--- src/rtl/note_tone_gen.sv ---
// note_tone_gen: square-wave tone generator for the seven solfege notes
// (do..si) plus a rest, with an octave up-shift. Note, octave (and duty)
// are only sampled at period boundaries, so changes and stops never
// produce runt pulses.
//
// Optional feature macro: NOTE_TONE_DUTY_EN adds the duty[1:0] input that
// selects the high time of each period.
//
// Ports:
//   clock_in      system clock
//   reset         synchronous, active-high reset
//   enable        level-sensitive play request
//   note_sel      0=do 1=re 2=mi 3=fa 4=sol 5=la 6=si 7=rest
//   octave        octave up-shift (period right-shifted by this value)
//   duty          (NOTE_TONE_DUTY_EN only) 00=1/2 01=1/4 10=1/8 11=3/4
//   tone_out      registered square wave
//   period_start  one-cycle pulse on the first cycle of each tone period
//   active        high while playing or resting
//   cur_note      note currently latched
module note_tone_gen #(
   parameter int unsigned CLK_HZ = 50_000_000,
   parameter int unsigned CNT_W  = 28,
   parameter int unsigned OCT_W  = 2
) (
   input  logic             clock_in,
   input  logic             reset,
   input  logic             enable,
   input  logic [2:0]       note_sel,
   input  logic [OCT_W-1:0] octave,
`ifdef NOTE_TONE_DUTY_EN
   input  logic [1:0]       duty,
`endif
   output logic             tone_out,
   output logic             period_start,
   output logic             active,
   output logic [2:0]       cur_note
);

   localparam logic [2:0] NOTE_REST = 3'd7;

   localparam logic [1:0] S_IDLE = 2'd0;
   localparam logic [1:0] S_PLAY = 2'd1;
   localparam logic [1:0] S_REST = 2'd2;

   // Base periods in clocks, from note frequencies in centi-Hz
   localparam logic [63:0]      CLK_X100 = 64'(CLK_HZ) * 64'd100;
   localparam logic [CNT_W-1:0] P_DO  = CNT_W'(CLK_X100 / 64'd26163);
   localparam logic [CNT_W-1:0] P_RE  = CNT_W'(CLK_X100 / 64'd29366);
   localparam logic [CNT_W-1:0] P_MI  = CNT_W'(CLK_X100 / 64'd32963);
   localparam logic [CNT_W-1:0] P_FA  = CNT_W'(CLK_X100 / 64'd34923);
   localparam logic [CNT_W-1:0] P_SOL = CNT_W'(CLK_X100 / 64'd39200);
   localparam logic [CNT_W-1:0] P_LA  = CNT_W'(CLK_X100 / 64'd44000);
   localparam logic [CNT_W-1:0] P_SI  = CNT_W'(CLK_X100 / 64'd49388);

   function automatic logic [CNT_W-1:0] base_period(input logic [2:0] n);
      case (n)
         3'd0:    return P_DO;
         3'd1:    return P_RE;
         3'd2:    return P_MI;
         3'd3:    return P_FA;
         3'd4:    return P_SOL;
         3'd5:    return P_LA;
         3'd6:    return P_SI;
         default: return '0;
      endcase
   endfunction

   logic [1:0]       state_q, state_d;
   logic [CNT_W-1:0] cnt_q, cnt_d;
   logic [OCT_W-1:0] oct_q, oct_d;
   logic [2:0]       note_d;
   logic             tone_d, ps_d, active_d;
   logic             do_load;
   logic [CNT_W-1:0] period, high_cnt, cnt_inc;
   logic             last_cycle;
`ifdef NOTE_TONE_DUTY_EN
   logic [1:0]       duty_q, duty_d;
`endif

   // Period and high time of the latched note
   always_comb begin
      period   = base_period(cur_note) >> oct_q;
      high_cnt = period >> 1;
`ifdef NOTE_TONE_DUTY_EN
      case (duty_q)
         2'b00:   high_cnt = period >> 1;
         2'b01:   high_cnt = period >> 2;
         2'b10:   high_cnt = period >> 3;
         default: high_cnt = period - (period >> 2);
      endcase
      // Very short periods must still produce a high phase
      if (high_cnt == '0) high_cnt = CNT_W'(1);
`endif
      cnt_inc    = cnt_q + CNT_W'(1);
      last_cycle = (cnt_q == period - CNT_W'(1));
   end

   // Next-state and next-output logic
   always_comb begin
      state_d = state_q;
      cnt_d   = cnt_q;
      note_d  = cur_note;
      oct_d   = oct_q;
`ifdef NOTE_TONE_DUTY_EN
      duty_d  = duty_q;
`endif
      tone_d  = 1'b0;
      ps_d    = 1'b0;
      do_load = 1'b0;

      case (state_q)
         S_IDLE: begin
            cnt_d = '0;
            if (enable) do_load = 1'b1;
         end
         S_PLAY: begin
            if (last_cycle) begin
               if (enable) begin
                  do_load = 1'b1;
               end else begin
                  state_d = S_IDLE;
                  cnt_d   = '0;
               end
            end else begin
               cnt_d  = cnt_inc;
               tone_d = (cnt_inc < high_cnt);
            end
         end
         S_REST: begin
            // Selections track the inputs while resting
            note_d = note_sel;
            oct_d  = octave;
`ifdef NOTE_TONE_DUTY_EN
            duty_d = duty;
`endif
            if (!enable)                    state_d = S_IDLE;
            else if (note_sel != NOTE_REST) do_load = 1'b1;
         end
         default: begin
            state_d = S_IDLE;
            cnt_d   = '0;
         end
      endcase

      // Load: latch the selection and start a period (or a rest)
      if (do_load) begin
         note_d = note_sel;
         oct_d  = octave;
`ifdef NOTE_TONE_DUTY_EN
         duty_d = duty;
`endif
         cnt_d  = '0;
         if (note_sel == NOTE_REST) begin
            state_d = S_REST;
         end else begin
            state_d = S_PLAY;
            tone_d  = 1'b1;
            ps_d    = 1'b1;
         end
      end

      active_d = (state_d != S_IDLE);
   end

   // State and output registers
   always_ff @(posedge clock_in) begin
      if (reset) begin
         state_q      <= S_IDLE;
         cnt_q        <= '0;
         oct_q        <= '0;
         cur_note     <= 3'd0;
         tone_out     <= 1'b0;
         period_start <= 1'b0;
         active       <= 1'b0;
`ifdef NOTE_TONE_DUTY_EN
         duty_q       <= 2'b00;
`endif
      end else begin
         state_q      <= state_d;
         cnt_q        <= cnt_d;
         oct_q        <= oct_d;
         cur_note     <= note_d;
         tone_out     <= tone_d;
         period_start <= ps_d;
         active       <= active_d;
`ifdef NOTE_TONE_DUTY_EN
         duty_q       <= duty_d;
`endif
      end
   end

   // A played period shorter than two clocks cannot form a square wave
   period_legal: assert property (@(posedge clock_in) disable iff (reset)
      (state_q == S_PLAY) |-> (period >= CNT_W'(2)));

endmodule

--- config.mk ---
export PLATFORM = sky130hd
export DESIGN_NAME = note_tone_gen
export DESIGN_NICKNAME = d
export VERILOG_FILES = /design/src/rtl/note_tone_gen.sv
export SDC_FILE = /design/constraint.sdc
export NUM_CORES = 1
export LEC_CHECK = 0
export BUFFER_PORTS_ARGS = -buffer_cell sky130_fd_sc_hd__buf_2
export CAP_MARGIN = 20
export CORE_MARGIN = 10
export CORE_UTILIZATION = 55
export DETAILED_ROUTE_END_ITERATION = 8
export PLACE_DENSITY = 0.77
export SLEW_MARGIN = 20
export SYNTH_ARGS = -nofsm -noshare
export SYNTH_HDL_FRONTEND = slang
export SYNTH_SLANG_ARGS = --single-unit
--- constraint.sdc ---
create_clock -name clock_in -period 7.6 [get_ports clock_in]
set_input_delay 0.38 -clock clock_in [delete_from_list [all_inputs] [get_ports clock_in]]
set_output_delay 0.38 -clock clock_in [all_outputs]
set_load 0.1 [all_outputs]
# ---- Yosys cells after proc, flatten, opt, wreduce, memory -nomap -nowiden
# Cells that the tools add are included.
dict set report word_totals {
  register_bits 38
  inputBits 8
  output_inout_bits 6
  word_cells 55
}
dict set report classes {
  addsub 2
  magnitude_cmp 1
  n_eq_ne 12
  shift 1
  mux 23
  n_bitwise 2
  n_reduce_logical 7
}
# cell count
set ops {}
lappend ops {{$pmux W18 S7} 1}
lappend ops {{$mux W28} 2}
lappend ops {{$pmux W28 S2} 1}
lappend ops {{$add A28 B1 Y28 const B} 1}
lappend ops {{$eq A28 B28 Y1} 1}
lappend ops {{$lt A28 B27 Y1} 1}
lappend ops {{$shr A28 B2 Y28} 1}
lappend ops {{$sub A28 B1 Y28 const B} 1}
lappend ops {{$eq A3 B3 Y1 const B} 4}
lappend ops {{$mux W2} 6}
lappend ops {{$mux W1} 9}
lappend ops {{$eq A3 B2 Y1 const B} 2}
lappend ops {{$mux W3} 2}
lappend ops {{$ne A3 B3 Y1 const B} 2}
lappend ops {{$pmux W2 S3} 1}
lappend ops {{$reduce_bool A2 Y1} 2}
lappend ops {{$reduce_or A2 Y1} 2}
lappend ops {{$eq A3 B1 Y1 const B} 1}
lappend ops {{$logic_not A3 Y1} 1}
lappend ops {{$pmux W1 S3} 1}
lappend ops {{$eq A2 B1 Y1 const B} 1}
lappend ops {{$eq A2 B2 Y1 const B} 1}
lappend ops {{$logic_not A2 Y1} 1}
lappend ops {{$not A1 Y1} 2}
lappend ops {{$reduce_and A2 Y1} 1}

# ---- Depth between registers and ports, before layout
# Gate-level depths: netlist (run 1).
dict set report logic_depth {
  depth_word 9
  mapped_depth 20
}

# ---- Least setup slack after synthesis (run 1)
# OpenSTA, ideal clock, no wires.
dict set report synth_timing {
  kind {register -> register}
  from {register cur_note[1]}
  to {register cnt_q[17]}
  t_arrival_ps 4291
  t_required_ps 7478
  slack_ps 3187
  stages_incl_launch_ff 19
  synth_period_minus_slack_ps 4413
  path_cell_list {dfxtp_1 > buf_4 > buf_6 > buf_6 > buf_2 > nand3b_1 > a21oi_1 > a211oi_1 > ha_1 > and4_1 > clkbuf_1 > nand2_1 > a211oi_2 > o2111ai_1 > a2111oi_4 > nand3_1 > a31oi_4 > buf_6 > a21oi_1}
}
dict set report synth_between {
  elab_chain_cells 8
  word_cells_on_any_way 18
  classes_between {add/sub: 1; eq/ne: 8; shift: 1; mux: 5; reduce/logical: 3}
}
# item line_no
set synth_rtl {}
lappend synth_rtl {{start: declaration} 36} ;# output logic [2:0] cur_note
lappend synth_rtl {{start signal: assignment} 182} ;# cur_note <= note_d;
lappend synth_rtl {{$eq A3 B3 Y1, or another cell as far along} 56} ;# case (n)
lappend synth_rtl {{$pmux W18 S7 (*)} 56}
lappend synth_rtl {{$shr A28 B2 Y28 (*)} 82} ;# period = base_period(cur_note) >> oct_q;
lappend synth_rtl {{$sub A28 B1 Y28 (*)} 95} ;# last_cycle = (cnt_q == period - CNT_W'(1));
lappend synth_rtl {{$eq A28 B28 Y1 (*)} 95}
lappend synth_rtl {{$mux W1} 117} ;# if (last_cycle) begin
lappend synth_rtl {{$pmux W1 S3} 111} ;# case (state_q)
lappend synth_rtl {{$reduce_or A2 Y1 (no source line)} --}
lappend synth_rtl {{end signal: assignment} 180} ;# cnt_q <= cnt_d;
lappend synth_rtl {{end: declaration} 69} ;# logic [CNT_W-1:0] cnt_q, cnt_d;
# Mark *: on every way between the ends. The rest lies on a longest branch, timed or not.
# A chain may end at the register's enable or synchronous reset.

# ---- Worst setup path after layout (run 1)
dict set report layout_timing {
  from {register cur_note[0]}
  to {register cnt_q[17]}
}
# Same word-level chain as after synthesis.

==> results.md, run 1 <==
* Outcome: completed
* Post-synth EDFFs at 0
* FMAX at 0.214 GHz
* CP top delay family: compound AO/OA/AOI/OAI gates
* GRT met2 Usage at about a third
* CTS Sinks at 38
* Seq cells post-synth at 38
* Async S/R FF share, synth at 0%
* Leak Pwr at 1.71 nW
* FF-to-FF End: cnt_q[17]$_SDFFE_PP0P_
* Slowest cell delay on critical path at 0.88 ns
* Crit path DAT at ~4.9 ns
* Final setup fails at 0
* Register Area at 761 sq um
* Total wire length at 13.7 mm
* Core area at 8590 sq um
* Initial antenna violation count at 0
* Filler cell count at 814
* Worst r2r path cells at 12
* Placed cell count at 714
* Routed len/inst at 19.0 um
* Total clock buffers created by CTS at 5
* Syn_area_per_cell at ~7.3 sq um
* CTS tree: done
* Period utilisation layout at 61.6%
* Share of cells above drive strength 1 at 9.61%
* Sw frac at 37.9%
* Area of the multi-input gates at 3620 sq um
* DRT Pass-1 Iters at 5
* P_sw at 0.000266 W
* Syn nets at 685
* IO Pins at 14
* CP most frequent cell: nand2_1
* Vias in the first global route at ~4500
* Port Buf Inserts at 13
* CTS-repair resized insts at 0
* Slowest cell on the critical path: a41o_1
* Clk pwr share at between 30 and 40%
* Top post-synthesis cells by area: dfxtp_1 16%, ha_1 5.7%, nand2_1 5.3%
* RSZ-0062 raised after global routing: no
* Die Height at 113 um
* Peak VDD IR at 0.103 mV
* DRT antenna net count at 0
* Element type at the critical path end: register
* Vias at 4965
* Buf+Inv Stages, Crit Path at 0
* Critical path peak fanout at 28
* Internal power at 0.000437 W
* RD Place Congestion at 0.932
* Area share of the largest cell type after synthesis at 15.9%
* Max Cap Viol at 0
* Worst reg-to-reg setup slack at 2.92 ns
* P per Cell Area at roughly 150 nW/um^2
* Largest area contributor in the netlist: dfxtp_1
* Setup crit start: cur_note[0]$_SDFFE_PP0P_
* Post-route setup TNS at 0 ns
* Crit-path cells: nor2b_1 -> o32ai_1 -> a211oi_1 -> ha_1 -> and4_1 -> nand2_1 -> a211oi_2 -> o2111ai_1 -> a2111oi_4 -> a41o_1 -> nand2_1 -> a21oi_1
* Distinct cells, synth at roughly 80
* Die area at 12900 sq um
* # H-tree levels at 2
* P&R area growth vs syn at 0.835%
* Initial core utilization at 55.8%
* DR vias/cell at 6.88
* Horiz. Die Dim at between 100 and 150 um
* Postcts setup bufs at 0
* Synth Instances at 655
* Cell Area, Synth at 4790 sq um
* Sequential Power Share at approximately 30%
* CTS Buffer Depth at 2
* Worst Setup EP: cnt_q[17]$_SDFFE_PP0P_
* Most common cell in the netlist: nand2_1
* Seq/Total Area, Yosys at 15.9%
* Reg2reg start: cur_note[0]$_SDFFE_PP0P_
* # rows at 34
* Synth cell count leaders: 68 x nand2_1, 41 x a21oi_1, 38 x dfxtp_1, 38 x nor2_1, 31 x clkbuf_1
* Hold Fails Final Rpt at 0
* Remaining global-route overflow at 0
* Min Clock Period, post-route at 4.68 ns
* Global-route wire length before repair at 22.7 mm
* Hpwl dp at 9.78 mm
* Iter 0 DRT Violations at 505
* WHS Path Cells at 3
* Total track usage at 20.7%
* Clock-pin slew on the worst setup and hold paths at 0.08 ns
* Worst Clk Skew at 0.00865 ns
* Hold Path Class: in2reg
* Levels on crit path at 12
* Max-slew headroom at 33.2%
* Primary FF master, synth: dfxtp_1
* Worst setup SP type: register
* Gr busiest metal: met2
* CTS root buf: clkbuf_8
* Combinational group share of total power at between 30% and 40%
* Final slew viol count at 0
* Final layout net count at 643
* Worst Path Required at just under 8 ns
* Layout Cells excl Fill at 722
* Skew-Pair Late Insertion Delay at slightly below 0.3 ns
* GR Util met1 at 27.0%
* Synth Warn # at 0
* Largest net degree at the start of global routing at 56
* # DRC at 0
* Crit path kind: reg2reg
* CTS hold repair buffers at 0
* Met3 Use GR at 3.65%
* Slew @ Worst Pin at 0.977 ns
* # diodes at 0
final cells by class:
cell class	instances	area share, %
Tap cell	108	2.80
Multi-Input combinational cell	534	74.9
Inverter	13	1.01
Timing Repair Buffer	21	2.59
Clock buffer	6	1.71
Sequential cell	38	15.7
Clock inverter	2	1.24
tightest hold or removal path, delay by kind of cell:
| family | cells | cell delay (ns) |
|---|---|---|
| buf+inv | 1 | 0.10 |
| simple gates | 1 | 0.06 |
| mux | 1 | 0.06 |
flip-flops by register name, indices dropped and copies added, names as in the netlist:
name and flops:
cur_note 3, oct_q 2, state_q 2, tone_out 1, period_start 1, active 1, cnt_q 28
worst min-delay path by stage:
stage / slack [ns] / from / end
6_report: 0.35 / note_sel[2] / cur_note[2]$_SDFFE_PP0P_
5_1_grt: 0.35 / octave[1] / oct_q[1]$_SDFFE_PP0P_
4_1_cts: 0.35 / note_sel[2] / cur_note[2]$_SDFFE_PP0P_
3_5_place_dp: 0.50 / cnt_q[0]$_SDFFE_PP0P_ / cnt_q[0]$_SDFFE_PP0P_
3_3_place_gp: 0.47 / cnt_q[0]$_SDFFE_PP0P_ / cnt_q[0]$_SDFFE_PP0P_
2_1_floorplan: 0.46 / cnt_q[0]$_SDFFE_PP0P_ / cnt_q[0]$_SDFFE_PP0P_
routing by layer:
layer / wire length [um] / vias up
met5: 0 / -
met3: 1050 / 31
met1: 5770 / 2356
met2: 6500 / 233
li1: - / 2345
met4: 372 / 0
logic make-up (layout without fill, tap and decap cells):
kind of cell    count (synthesis)  in the layout  synth area share (%)
xor+xnor                       31             31                  5.66
mux                            14             14                  3.00
simple gates                  288            288                  34.4
flops                          38             38                  15.9
compound gates                179            179                  26.6
fa+ha+maj                      22             22                  5.74
buf+inv                        83             42                  8.72
cell usage in the layout, fill, tap and decap left out, types with 15 or more instances in the layout:
| cell type | count |
|---|---|
| a21oi_1 | 41 |
| and3_1 | 15 |
| dfxtp_1 | 38 |
| ha_1 | 22 |
| nand2_1 | 68 |
| nand2b_1 | 24 |
| nand3_1 | 26 |
| nand4_1 | 17 |
| nor2_1 | 38 |
| nor4bb_1 | 15 |
| o21ai_0 | 26 |
| xnor2_1 | 21 |
power groups by stage:
stage / clock network, W / logic, W / registers (W)
2_1_floorplan: 0 / 0.000199 / 0.000234
3_5_place_dp: 0 / 0.000269 / 0.000214
6_report: 0.000218 / 0.000276 / 0.000210
5_1_grt: 0.000229 / 0.000299 / 0.000211
4_1_cts: 0.000221 / 0.000270 / 0.000209
3_3_place_gp: 0 / 0.000265 / 0.000214
stage by stage:
step	setup slack (ns)	total power, W	hold WS, ns	instance area (sq um)	util, %
after floorplan	3.19	0.000433	0.455	4790	-
after global placement	3.18	0.000479	0.469	4690	54.6
after detailed placement	3.04	0.000483	0.497	4690	54.6
after CTS	2.99	0.000701	0.347	4830	56.3
after global routing	2.58	0.000739	0.351	4830	56.3
final	2.92	0.000703	0.348	4830	56.3
Note: power is estimated with default switching activity, not from simulation.
==> run 2: changes to the inputs <==
- PLACE_DENSITY: 0.77 -> 0.8
- clock period: 7.6 -> 4.1 ns (I/O delays scaled with it)
==> run 2 against run 1 <==
Clock power is 33% higher. Via count is 1.3% higher. Final area is 1.3% higher. Count of clock-buffer cells in the layout stayed put. Total power is 70% higher.
==> results.md, run 2 (synthesis gave the netlist of run 1 again) <==
* Layout Cells excl Fill at 734
* Hold Fails Final Rpt at 0
* WHS Path Cells at 3
* Core Util, Final at 57.0%
* Slowest cell on the critical path: dfxtp_2
* Largest registers: cnt_q (28), cur_note (3)
* Placed cell count at 726
* Commonest non-fill, non-tap cell in the layout: nand2_1
* Design Area, Final at 4900 sq um
* Hpwl dp at 10.2 mm
* Element type at the critical path end: register
* Worst Path Required at 4.33 ns
* Slew @ Worst Pin at 0.891 ns
* Slowest cell delay on critical path at 0.45 ns
* # diodes at 0
* Total wire length at 14.0 mm
* P&R area growth vs syn at 2.14%
* Crit-path cells: nor2b_1 -> o32ai_1 -> a211oi_1 -> ha_2 -> and4_1 -> nand2_1 -> a211oi_2 -> o2111ai_1 -> a2111oi_4 -> a41o_1 -> buf_4 -> nand2_1 -> a31oi_1
* Hold endpoint: cur_note[1]$_SDFFE_PP0P_
* Die Height at 113 um
* Min Clock Period, post-route at ~3.7 ns
* Initial antenna violation count at 0
* # rows at 34
* Max-slew headroom at 40.6%
* Peak VDD IR at 0.254 mV
* Clock-pin slew on the worst setup and hold paths at 0.10 ns
* FMAX at 0.268 GHz
* Port Buf Inserts at 13
* Crit path DAT at 3.97 ns
* Core area at 8590 sq um
* Vias in the first global route at 4480
* Top reg by flops: cnt_q
* Crit path kind: reg2reg
* Share of cells above drive strength 1 at 12.1%
* Outcome: completed
* Remaining global-route overflow at 0
* Horiz. Die Dim at 113 um
* Global-route wire length before repair at approximately 23 mm
* CP most frequent cell: nand2_1
* Largest net degree at the start of global routing at 43
* Worst reg-to-reg setup slack at between 0.3 and 0.4 ns
* CTS Buffer Depth at 2
* # DRC at 0
* CTS Sinks at 38
* Worst r2r path cells at 13
* Worst Clk Skew at 0.0185 ns
* Leak Pwr at 1.75 nW
* Design Power at about 0.0012 W
* DRT Pass-1 Iters at 5
* Hold Path Class: in2reg
* Filler cell count at roughly 840
* Total clock buffers created by CTS at 5
* DRT antenna net count at 0
* Reg2reg start: cur_note[1]$_SDFFE_PP0P_
* Initial core utilization at 55.8%
* Hold path start: note_sel[1]
* Postcts setup bufs at 0
* Area after DPL at roughly 4800 sq um
* Critical path peak fanout at 28
* Total track usage at 21.1%
* Worst setup SP type: register
* P per Cell Area at between 200 and 250 nW/um^2
* Vias at 5032
* RSZ-0062 raised after global routing: no
* Final slew viol count at 0
* CTS-repair resized insts at 0
* CTS hold repair buffers at 0
* Most frequent cells in the layout: 68 x nand2_1, 41 x a21oi_1, 38 x nor2_1
* # H-tree levels at 2
* CTS root buf: clkbuf_8
* IO Pins at 14
* CTS tree: done
* RD Place Congestion at 1.00
* Max Cap Viol at 0
* FF-to-FF End: cnt_q[5]$_SDFFE_PP0P_
* Skew-Pair Late Insertion Delay at 0.31 ns
* Post-route setup TNS at 0 ns
* Max FFs per register at 28
* Period utilisation layout at slightly above 90%
* Final layout net count at 655
* DR vias/cell at ~6.9
* Final setup fails at 0
* Iter 0 DRT Violations at between 600 and 700
* Routed len/inst at 19.0 um
* Die area at 12900 sq um
[run 2: routing by layer]
layer | part of all wire [%] | track usage (%)
met4 | 2.9 | 7.19
met5 | 0 | 0
met2 | 46 | 33.8
met1 | 43 | 27.8
met3 | 7.5 | 3.60
[run 2: final cells by class]
cell class                 count  area, sq um  area share (%)
clock buffer                   6         82.6            1.69
clock inverter                 2         12.5           0.255
inverter                      13         48.8           0.996
multi-input combinational    534         3620            74.0
sequential                    38          766            15.6
tap                          108          135            2.76
timing repair buffer          33          228            4.65
[run 2: worst max-delay path by stage]
stage	cells after the start	slack, ns	endpoint	from
floorplan	18	0.03	cnt_q[17]$_SDFFE_PP0P_	cur_note[1]$_SDFFE_PP0P_
global placement	12	0.49	cnt_q[18]$_SDFFE_PP0P_	cur_note[0]$_SDFFE_PP0P_
detailed placement	13	0.36	cnt_q[19]$_SDFFE_PP0P_	cur_note[1]$_SDFFE_PP0P_
CTS	13	0.34	cnt_q[5]$_SDFFE_PP0P_	cur_note[1]$_SDFFE_PP0P_
global route	13	0.05	cnt_q[6]$_SDFFE_PP0P_	cur_note[1]$_SDFFE_PP0P_
finish	13	0.36	cnt_q[5]$_SDFFE_PP0P_	cur_note[1]$_SDFFE_PP0P_
[run 2: metrics by stage]
stage / setup WS, ns / hold WS (ns)
finish: 0.362 / 0.144
global route: 0.0530 / 0.178
CTS: 0.341 / 0.147
detailed placement: 0.356 / 0.474
global placement: 0.490 / 0.474
floorplan: 0.0270 / 0.350
[run 2: worst max-delay path: cells and delay by family, from the launching register on]
family | cells | cell delay [ns]
adders and majority gates | 1 | 0.36
AOI/OAI and AO/OA | 7 | 1.73
DFF | 1 | 0.45
buffers and inverters | 1 | 0.30
and+or+nand+nor | 4 | 0.80
[run 2: power breakdown]
| part | total [W] | leakage (nW) | internal [W] | switching (W) |
|---|---|---|---|---|
| logic | 0.000510 | 1.39 | 0.000181 | 0.000329 |
| registers | 0.000397 | 0.309 | 0.000379 | 0.0000176 |
| clock network | 0.000289 | 0.0472 | 0.000136 | 0.000153 |
==> run 3: changes to the inputs <==
==> constraint.sdc (replaced) <==
create_clock -name clock_in -period 4.1 [get_ports clock_in]
set_input_delay 0 -clock clock_in [delete_from_list [all_inputs] [get_ports clock_in]]
set_output_delay 0 -clock clock_in [all_outputs]
set_load 0.1 [all_outputs]
==> run 3 against run 2 <==
Flip-flop and latch count unchanged. Sequential share of layout area fell by 0.13 points. Sequential power hardly changed. First-iteration DRC count is 13% higher. Total power rose by 0.27%. Global-route usage up 0.20 points. Routed wire length up 1.1%. Combinational power rose by 1%. Final area increased by 0.82%. Core utilization rose by 0.47 points. Setup slack worse by 0.00084 ns. Hold slack got worse by 0.12 ns. Critical path type unchanged.
==> results.md, run 3 (synthesis gave the netlist of run 1 again) <==
* Outcome: completed
* Initial core utilization at a little under three fifths
* P per Cell Area at 243 nW/um^2
* WHS at 0.0247 ns
* Slew @ Worst Pin at 0.909 ns
* Final slew viol count at 0
* Routed len/inst at ~19 um
* Largest registers: cnt_q (28), cur_note (3)
* # rows at 34
* Share of cells above drive strength 1 at 12.1%
* Worst Path Required at around 4.3 ns
* # H-tree levels at 2
* Total clock buffers created by CTS at 5
* Max-slew headroom at 39.4%
* Peak VDD IR at 0.254 mV
* FMAX at 0.267 GHz
* Period utilisation layout at 91.2%
* Hpwl dp at 10.2 mm
* Worst Clk Skew at 0.0183 ns
* Top reg by flops: cnt_q
* RD Place Congestion at 1.00
* Final layout net count at 659
* Port Buf Inserts at 13
* Remaining global-route overflow at 0
* Crit path kind: reg2reg
* Die Height at 113 um
* Element type at the critical path end: register
* CTS tree: done
* Postcts setup bufs at 0
* Horiz. Die Dim at about 110 um
* Initial antenna violation count at 0
* Global-route wire length before repair at 23.3 mm
* Iter 0 DRT Violations at 711
* Post-route setup TNS at 0 ns
* CTS Buffer Depth at 2
* Commonest non-fill, non-tap cell in the layout: nand2_1
* Final setup fails at 0
* Leak Pwr at 1.77 nW
* Worst setup SP type: register
* Skew-Pair Late Insertion Delay at 0.31 ns
* Hold Fails Final Rpt at 0
* Most frequent cells in the layout: 68 x nand2_1, 41 x a21oi_1, 38 x nor2_1
* # diodes at 0
* DRT Pass-1 Iters at 8
* Vias in the first global route at 4512
* Vias at roughly 5000
* Area after DPL at 4800 sq um
* Crit path DAT at 3.97 ns
* DR vias/cell at approximately 7
* P&R area growth vs syn at 2.98%
* Min Clock Period, post-route at ~3.7 ns
* IO Pins at 14
* Total wire length at between 10 and 15 mm
* Die area at 12900 sq um
* Hold Path Class: in2reg
* Design Power at 0.00120 W
* RSZ-0062 raised after global routing: no
* Critical path peak fanout at 6
* Clock-pin slew on the worst setup and hold paths at ~0.10 ns
* Total track usage at around a fifth
* CTS root buf: clkbuf_8
* Max Cap Viol at 0
* Core area at 8590 sq um
* CTS Sinks at 38
* Design Area, Final at 4940 sq um
* Largest net degree at the start of global routing at 43
* # DRC at 0
* DRT antenna net count at 0
* Max FFs per register at 28
[run 3: repair_timing]
item                                   4_1_cts  5_1_grt
setup endpoints to repair                    0        2
endpoints found under the hold margin        4        0
resized for setup                            0        2
hold buffers                                 4        0
[run 3: worst max-delay path, stage by stage, from the launching register on]
cell      delay [ns]
dfxtp_1         0.45
and3_1          0.24
and2_1          0.22
nand3_1         0.12
or2_2           0.38
nor2_1          0.12
nand3_1         0.16
xnor2_1         0.19
ha_1            0.30
a21o_1          0.17
a21o_1          0.18
a21oi_1         0.32
o211ai_1        0.19
o211ai_1        0.24
and4_1          0.26
a32o_1          0.14
[run 3: per-layer routing]
layer	GRT usage, %	share of wire (%)	vias up
met3	3.54	7.7	31
met1	28.0	43	2380
li1	-	-	2384
met5	0	0	-
met2	34.1	46	228
met4	7.45	2.8	0
[run 3: area by class of cell]
| class | instances | area [sq um] |
|---|---|---|
| clock buffers | 6 | 82.6 |
| clock inverters | 2 | 12.5 |
| fillers | 828 | 3660 |
| inverters | 13 | 48.8 |
| multi-input cells | 534 | 3620 |
| flip-flops and latches | 38 | 766 |
| well taps | 108 | 135 |
| repair buffers | 37 | 268 |
[run 3: worst paths after layout]
kind	depth (start not counted)	end	slack [ns]	startpoint
hold / removal	3	oct_q[0]$_SDFFE_PP0P_	0.02	octave[0]
setup / recovery	15	tone_out$_SDFF_PP0_	0.36	cnt_q[4]$_SDFFE_PP0P_
setup reg to reg	15	tone_out$_SDFF_PP0_	0.36	cnt_q[4]$_SDFFE_PP0P_
hold reg to reg	2	cnt_q[1]$_SDFFE_PP0P_	0.51	cnt_q[1]$_SDFFE_PP0P_
[run 3: metrics by stage]
stage	setup WS (ns)	util (%)	cells
global route	0.0537	57.5	738
detailed placement	0.356	55.8	726
CTS	0.341	57.4	738
global placement	0.490	55.8	726
finish	0.362	57.5	738
floorplan	0.0270	-	655
[run 3: power breakdown]
group | switching (W) | leakage (nW) | internal (W)
Sequential | 0.0000176 | 0.309 | 0.000379
Combinational | 0.000331 | 1.41 | 0.000183
Clock | 0.000152 | 0.0472 | 0.000136
Total | 0.000501 | 1.77 | 0.000698
